## src/rtl/pattern_detector_seq.sv

```systemverilog
// Debounced push-button sequence detector matching press events against a programmable pattern.
// Optional idle abort is compiled in when PATDET_TIMEOUT_EN is defined.
module pattern_detector_seq #(
  parameter int NUM_BUTTONS    = 2,
  parameter int PAT_LEN        = 4,
  parameter int DEB_CYCLES     = 65535,
  parameter int Z_LATCH        = 0,
  parameter int CNT_W          = 8,
  parameter int TIMEOUT_CYCLES = 1000000,
  localparam int SYM_W         = (NUM_BUTTONS > 1) ? $clog2(NUM_BUTTONS) : 1,
  localparam int PROG_W        = $clog2(PAT_LEN + 1)
) (
  input  logic                     sysclock,
  input  logic                     reset_n,
  input  logic [NUM_BUTTONS-1:0]   raw_button,
  input  logic [PAT_LEN*SYM_W-1:0] pattern,
  input  logic                     clear,
  output logic                     z,
  output logic [PROG_W-1:0]        progress,
  output logic [CNT_W-1:0]         match_count,
  output logic                     err,
  output logic                     timeout
);

  localparam int DEB_W = (DEB_CYCLES > 1) ? $clog2(DEB_CYCLES) : 1;
  localparam logic [DEB_W-1:0] DEB_MAX = DEB_W'(DEB_CYCLES - 1);
  localparam logic [PROG_W-1:0] LAST_PROG = PROG_W'(PAT_LEN - 1);

  typedef enum logic [1:0] {IDLE, MATCHING, HIT} state_t;

  logic [NUM_BUTTONS-1:0] sync1_q, sync2_q, clean_q, clean_d, evt_q;
  logic [DEB_W-1:0]       debCnt_q [NUM_BUTTONS];
  logic [DEB_W-1:0]       debCnt_d [NUM_BUTTONS];

  state_t                 state_q, state_d;
  logic [PROG_W-1:0]      progress_q, progress_d;
  logic [CNT_W-1:0]       count_q, count_d;
  logic                   zLatch_q, zLatch_d;
  logic                   err_q, err_d;
  logic                   hit;

  logic                   anyEvt, multiEvt;
  logic [SYM_W-1:0]       sym, expSym, firstSym;
  logic                   idleExpired;

  // A clean level only follows the synced input after DEB_CYCLES consecutive disagreeing cycles.
  always_comb begin
    clean_d = clean_q;
    for (int b = 0; b < NUM_BUTTONS; b++) begin
      debCnt_d[b] = '0;
      if (sync2_q[b] != clean_q[b]) begin
        if (debCnt_q[b] == DEB_MAX) begin
          clean_d[b] = sync2_q[b];
        end else begin
          debCnt_d[b] = debCnt_q[b] + 1'b1;
        end
      end
    end
  end

  always_ff @(posedge sysclock or negedge reset_n) begin
    if (!reset_n) begin
      sync1_q <= '0;
      sync2_q <= '0;
      clean_q <= '0;
      evt_q   <= '0;
      for (int b = 0; b < NUM_BUTTONS; b++) begin
        debCnt_q[b] <= '0;
      end
    end else begin
      sync1_q <= raw_button;
      sync2_q <= sync1_q;
      clean_q <= clean_d;
      evt_q   <= clean_d & ~clean_q;
      for (int b = 0; b < NUM_BUTTONS; b++) begin
        debCnt_q[b] <= debCnt_d[b];
      end
    end
  end

  assign anyEvt   = |evt_q;
  assign multiEvt = (evt_q & (evt_q - 1'b1)) != '0;
  assign firstSym = pattern[SYM_W-1:0];

  always_comb begin
    sym    = '0;
    expSym = '0;
    for (int b = 0; b < NUM_BUTTONS; b++) begin
      if (evt_q[b]) sym = SYM_W'(b);
    end
    for (int i = 0; i < PAT_LEN; i++) begin
      if (progress_q == PROG_W'(i)) expSym = pattern[i*SYM_W +: SYM_W];
    end
  end

`ifdef PATDET_TIMEOUT_EN
  localparam int IDLE_W = (TIMEOUT_CYCLES > 1) ? $clog2(TIMEOUT_CYCLES) : 1;
  localparam logic [IDLE_W-1:0] IDLE_MAX = IDLE_W'(TIMEOUT_CYCLES - 1);

  logic [IDLE_W-1:0] idle_q, idle_d;
  logic              timeout_q, timeout_d;

  assign idleExpired = (progress_q != '0) && (idle_q == IDLE_MAX);

  // A press or clear in the expiry cycle wins, so the abort pulse is suppressed then.
  always_comb begin
    idle_d    = idle_q + 1'b1;
    timeout_d = idleExpired && !clear && !anyEvt;
    if (clear || anyEvt || (progress_q == '0) || idleExpired) idle_d = '0;
  end

  always_ff @(posedge sysclock or negedge reset_n) begin
    if (!reset_n) begin
      idle_q    <= '0;
      timeout_q <= 1'b0;
    end else begin
      idle_q    <= idle_d;
      timeout_q <= timeout_d;
    end
  end

  assign timeout = timeout_q;
`else
  logic unusedTimeoutCfg;

  assign unusedTimeoutCfg = (TIMEOUT_CYCLES > 0);
  assign idleExpired      = 1'b0;
  assign timeout          = 1'b0;
`endif

  always_comb begin
    progress_d = progress_q;
    count_d    = count_q;
    zLatch_d   = zLatch_q;
    err_d      = 1'b0;
    hit        = 1'b0;
    state_d    = IDLE;
    if (clear) begin
      progress_d = '0;
      count_d    = '0;
      zLatch_d   = 1'b0;
    end else if (anyEvt) begin
      if (multiEvt) begin
        err_d      = 1'b1;
        progress_d = '0;
      end else if (sym == expSym) begin
        if (progress_q == LAST_PROG) begin
          hit        = 1'b1;
          progress_d = '0;
        end else begin
          progress_d = progress_q + 1'b1;
        end
      end else begin
        progress_d = (sym == firstSym) ? PROG_W'(1) : '0;
      end
    end else if (idleExpired) begin
      progress_d = '0;
    end
    if (hit) begin
      zLatch_d = 1'b1;
      if (count_q != {CNT_W{1'b1}}) count_d = count_q + 1'b1;
    end
    if (hit) begin
      state_d = HIT;
    end else if (progress_d != '0) begin
      state_d = MATCHING;
    end
  end

  always_ff @(posedge sysclock or negedge reset_n) begin
    if (!reset_n) begin
      state_q    <= IDLE;
      progress_q <= '0;
      count_q    <= '0;
      zLatch_q   <= 1'b0;
      err_q      <= 1'b0;
    end else begin
      state_q    <= state_d;
      progress_q <= progress_d;
      count_q    <= count_d;
      zLatch_q   <= zLatch_d;
      err_q      <= err_d;
    end
  end

  // In pulse mode the single HIT cycle is the match indication itself.
  assign z           = (Z_LATCH != 0) ? zLatch_q : (state_q == HIT);
  assign progress    = progress_q;
  assign match_count = count_q;
  assign err         = err_q;

endmodule
```

## config.mk

```make
export PLATFORM = sky130hd
export DESIGN_NAME = pattern_detector_seq
export DESIGN_NICKNAME = d
export VERILOG_FILES = /design/src/rtl/pattern_detector_seq.sv
export SDC_FILE = /design/constraint.sdc
export NUM_CORES = 1
export LEC_CHECK = 0
export CORE_ASPECT_RATIO = 1.75
export CORE_MARGIN = 4
export CORE_UTILIZATION = 57
export DETAILED_ROUTE_END_ITERATION = 7
export GPL_ROUTABILITY_DRIVEN = 1
export HOLD_SLACK_MARGIN = 0.02
export PLACE_DENSITY = 0.79
export SLEW_MARGIN = 20
export SYNTH_ARGS = -nofsm -noshare
export SYNTH_HDL_FRONTEND = slang
export SYNTH_SLANG_ARGS = --single-unit
```

## constraint.sdc

```tcl
create_clock -name sysclock -period 2.9 [get_ports sysclock]
set_input_delay 0.58 -clock sysclock [delete_from_list [all_inputs] [get_ports sysclock]]
set_output_delay 0.58 -clock sysclock [all_outputs]
set_load 0.01 [all_outputs]
```

==> summary.md <==
| Metric | Value |
|---|---|
| Result of the run | `completed` |
| Clock network latency to the later pin of the worst-skew pair | `310 ps` |
| Number of cells traversed by the worst register-to-register path | `7` |
| Routed length per placed instance | `roughly 14 um` |
| Gate power share | `4.7%` |
| Count of filler cells inserted in the layout | `between 300 and 400` |
| Effective utilization at floorplan | `59.79%` |
| CTS Buf Count | `5` |
| Total gr overflow | `0` |
| Yosys Warn Count | `0` |
| Switching power as a share of total power | `about a quarter` |
| Initial antenna violation count | `0` |
| Most common cell in the synthesized netlist | `sky130_fd_sc_hd__dfrtp_1` |
| Synth Flop Type | `sky130_fd_sc_hd__dfrtp_1` |
| Post-route non-filler standard cell count | `340` |
| Number of global-route vias before repair | `approximately 2.0k` |
| Req. time, crit path | `roughly 3000 ps` |
| Number of register bits inferred by synthesis | `between 50 and 60` |
| Minimum setup slack among reg-to-reg paths | `~670 ps` |
| Placed instance count | `332` |
| Die area | `0.005909 mm2` |
| Count of buffers added by post-CTS timing repair for setup | `0` |
| Remaining DRCs | `0` |
| Die outline height | `98.73 um` |
| Largest area contributor in the netlist | `sky130_fd_sc_hd__dfrtp_1` |
| Share of synthesized area occupied by flip-flops and latches | `between 50% and 60%` |
| Maximum clock rate | `about 450 MHz` |
| Worst slew pin tran | `between 600 and 700 ps` |
| Highest net fanout along the worst path | `7` |
| Clk pwr share | `34.3%` |
| Post-synth cell types | `42` |
| Total via count after detailed routing | `~1.9k` |
| FF/Latch Area | `~0.0014 mm2` |
| Detailed-router iteration count before antenna repair | `4` |
| CTS tree | `yes` |
| Final number of hold-violating endpoints | `0` |
| Critical path capture point type | `flip-flop` |
| Max-cap violations | `0` |
| Mean cell area of the mapped netlist | `around 10 um2` |
| Classification of the worst setup path | `flip-flop to flip-flop` |
| Startpoint Class | `flip-flop` |
| CP arrival | `about 2400 ps` |
| Power per unit of standard cell area | `about 420 mW/mm2` |
| Setup_tns | `0 ps` |
| Unrepaired setup endpoints after global routing | `no` |
| Via-per-instance ratio | `~5.6` |
| Netlist area before placement | `around 0.0027 mm2` |
| Post-layout instance area | `a little over 0.003 mm2` |
| Library cell contributing the largest single delay on the critical path | `sky130_fd_sc_hd__dfrtp_1` |
| Number of max-slew violations in the final report | `0` |
| Static leakage | `between 0.001 and 0.0015 uW` |
| Final ANT Viol Nets | `0` |
| Routability congestion estimate | `0.9320` |
| Type of the worst min-delay path | `input port to asynchronous set/reset pin` |
| Final worst path period need | `roughly 2200 ps` |
| Final number of setup-violating endpoints | `0` |
| Number of enable flip-flop cells after synthesis | `0` |
| Post-Synthesis Cells | `between 200 and 300` |
| Bufs on Longest Clock Path | `2` |
| Synth async-reset ratio | `100.0%` |
| Proportion of power drawn by flip-flops and latches | `slightly above 60%` |
| Clock slew at the register clock pins of the worst setup and hold paths | `approximately 110 ps` |
| Die boundary width | `59.85 um` |
| R2R Path End | `state_q[0]$_DFF_PN0_` |
| Placement Cell Area | `around 0.0029 mm2` |
| DRC violation total after the first TritonRoute iteration | `69` |
| Int Power | `about 960 uW` |
| Quantity of I/O buffers inserted on ports | `21` |
| First-pass GRT wire length | `roughly 8.5 mm` |
| CTS hold repair buffers | `0` |
| WL final | `just under 5 mm` |
| Max IR drop VDD | `between 500 and 600 uV` |
| Total nets after synthesis | `around 280` |
| Share of Yosys cell area claimed by the top area cell type | `between 50% and 60%` |
| Highest cell delay on the worst timing path | `around 500 ps` |
| Final worst path period share | `slightly below 80%` |
| Final Core Density | `between 60% and 70%` |
| Top Ports | `23` |
| Final Skew | `~8.7 ps` |
| Antenna Cells | `0` |
| Largest net degree at the start of global routing | `30` |
| H-tree depth reported by CTS | `2` |
| Post_cts resized | `0` |
| Core area | `0.004484 mm2` |
| Area taken by multi-input logic gates | `0.001264 mm2` |
| Overall global routing resource usage | `about 19%` |
| Clock root buffer master | `sky130_fd_sc_hd__clkbuf_8` |
| Relative slew slack | `approximately 57%` |
| Area added between synthesis and finish | `13.25%` |
| Layout cells sized above 1 | `7.612%` |
| Nets | `roughly 300` |
| Count of standard-cell rows | `32` |
| Leading post-synthesis cells by instance count | `54 x sky130_fd_sc_hd__dfrtp_1, 53 x sky130_fd_sc_hd__nor2_1, 18 x sky130_fd_sc_hd__nand2_1` |
| Num Clock Sinks | `54` |
| Switch Pwr | `around 300 uW` |
| Cell chain of the critical path | `inv_1 -> ha_1 -> nor2b_1 -> a2111oi_4 -> mux2_2 -> a211oi_2 -> a311oi_2` |
| Startpoint of the worst register-to-register path | `progress[0]$_DFF_PN0_` |
| Cell types with the largest area share after synthesis | `sky130_fd_sc_hd__dfrtp_1 50%, sky130_fd_sc_hd__nor2_1 7.4%, sky130_fd_sc_hd__xnor2_1 5.2%, sky130_fd_sc_hd__xor2_1 5.2%, sky130_fd_sc_hd__ha_1 4.2%` |
| DP HPWL | `3.501 mm` |
[power by group through the flow]
stage | sequential [uW] | combinational (uW) | clock (uW)
2_1_floorplan | 786 | 26.0 | 0
3_3_place_gp | 788 | 59.3 | 0
3_5_place_dp | 788 | 60.8 | 0
4_1_cts | 773 | 61.2 | 447
5_1_grt | 775 | 66.8 | 475
6_report | 773 | 59.2 | 435
[critical path: cells and delay by family (launching register included)]
| kind | cells | cell delay, ps |
|---|---|---|
| AND/OR/NAND/NOR | 1 | 160 |
| adder cells (fa/ha/maj) | 1 | 220 |
| buffers and inverters | 1 | 100 |
| AO/OA/AOI/OAI | 3 | 740 |
| multiplexers | 1 | 380 |
| flip-flops | 1 | 500 |
[cell type report]
cell class / instances / area share, %
clock buffer: 5 / 2.266
clock inverter: 3 / 0.7417
inverter: 9 / 1.112
multi-input combinational: 195 / 41.62
sequential: 54 / 44.50
tap: 51 / 2.101
timing repair buffer: 23 / 7.664
[cells by family (layout without fill, tap and decap cells)]
logic type | count (synthesis) | in the layout | share of synthesized area (%)
compound gates | 13 | 13 | 4.433
xor+xnor | 32 | 32 | 10.45
fa+ha+maj | 9 | 9 | 4.200
buf+inv | 14 | 40 | 2.473
flops | 54 | 54 | 50.40
mux | 7 | 7 | 3.126
other cells | 1 | 1 | 0.1399
simple gates | 133 | 133 | 24.78
[sequential cells by signal, indices dropped and copies added, names as in the netlist, 2 cells and up]
name / flops
debCnt_q: 32
match_count: 8
progress: 3
clean_q: 2
evt_q: 2
state_q: 2
sync1_q: 2
sync2_q: 2
[per-stage QoR]
| stage | setup slack [ps] | hold WS, ps | power [uW] |
|---|---|---|---|
| 6_report | 668.7 | 285.6 | 1268 |
| 5_1_grt | 530.3 | 318.9 | 1317 |
| 4_1_cts | 659.3 | 298.5 | 1282 |
| 3_5_place_dp | 403.2 | 338.6 | 849.1 |
| 3_3_place_gp | 470.7 | 334.2 | 847.3 |
| 2_1_floorplan | 777.8 | 284.4 | 811.6 |
[metal layers]
layer	up-vias	GRT usage (%)	wire (um)
met3	11	3.145	154
met5	-	0	0
met1	921	20.90	1931
met2	38	32.50	2622
met4	0	8.532	116
li1	933	-	-
[worst max path at each step]
stage,from,end,slack [ps],depth (start not counted)
floorplan,progress[0]$_DFF_PN0_,state_q[0]$_DFF_PN0_,780,7
global placement,pattern[0],state_q[0]$_DFF_PN0_,470,6
detailed placement,pattern[0],state_q[0]$_DFF_PN0_,400,6
CTS,progress[0]$_DFF_PN0_,state_q[0]$_DFF_PN0_,660,7
global route,progress[1]$_DFF_PN0_,state_q[0]$_DFF_PN0_,530,7
finish,progress[0]$_DFF_PN0_,state_q[0]$_DFF_PN0_,670,7
[cells in the final DEF, fill, tap and decap left out, types with 2 or more instances in the layout]
cell	netlist	routed
sky130_fd_sc_hd__nor4_1	2	2
sky130_fd_sc_hd__mux2_2	3	3
sky130_fd_sc_hd__a21oi_1	4	4
sky130_fd_sc_hd__inv_1	9	9
sky130_fd_sc_hd__dfrtp_1	54	54
sky130_fd_sc_hd__xnor2_1	16	16
sky130_fd_sc_hd__mux2i_1	2	2
sky130_fd_sc_hd__nor3b_1	2	2
sky130_fd_sc_hd__nand2b_1	2	2
sky130_fd_sc_hd__clkdlybuf4s50_1	0	20
sky130_fd_sc_hd__nor3_1	4	4
sky130_fd_sc_hd__nand2_1	18	18
sky130_fd_sc_hd__xor2_1	16	16
sky130_fd_sc_hd__nor2b_1	7	7
sky130_fd_sc_hd__inv_6	0	2
sky130_fd_sc_hd__nor2_1	53	53
sky130_fd_sc_hd__and4_1	2	2
sky130_fd_sc_hd__ha_1	9	9
sky130_fd_sc_hd__clkbuf_8	0	5
sky130_fd_sc_hd__mux2_4	2	2
sky130_fd_sc_hd__nand3b_1	3	3
sky130_fd_sc_hd__nand4_1	13	13
sky130_fd_sc_hd__nand3_1	13	13
sky130_fd_sc_hd__and3_1	7	7
No activity file was read; power rests on OpenSTA's default activity.
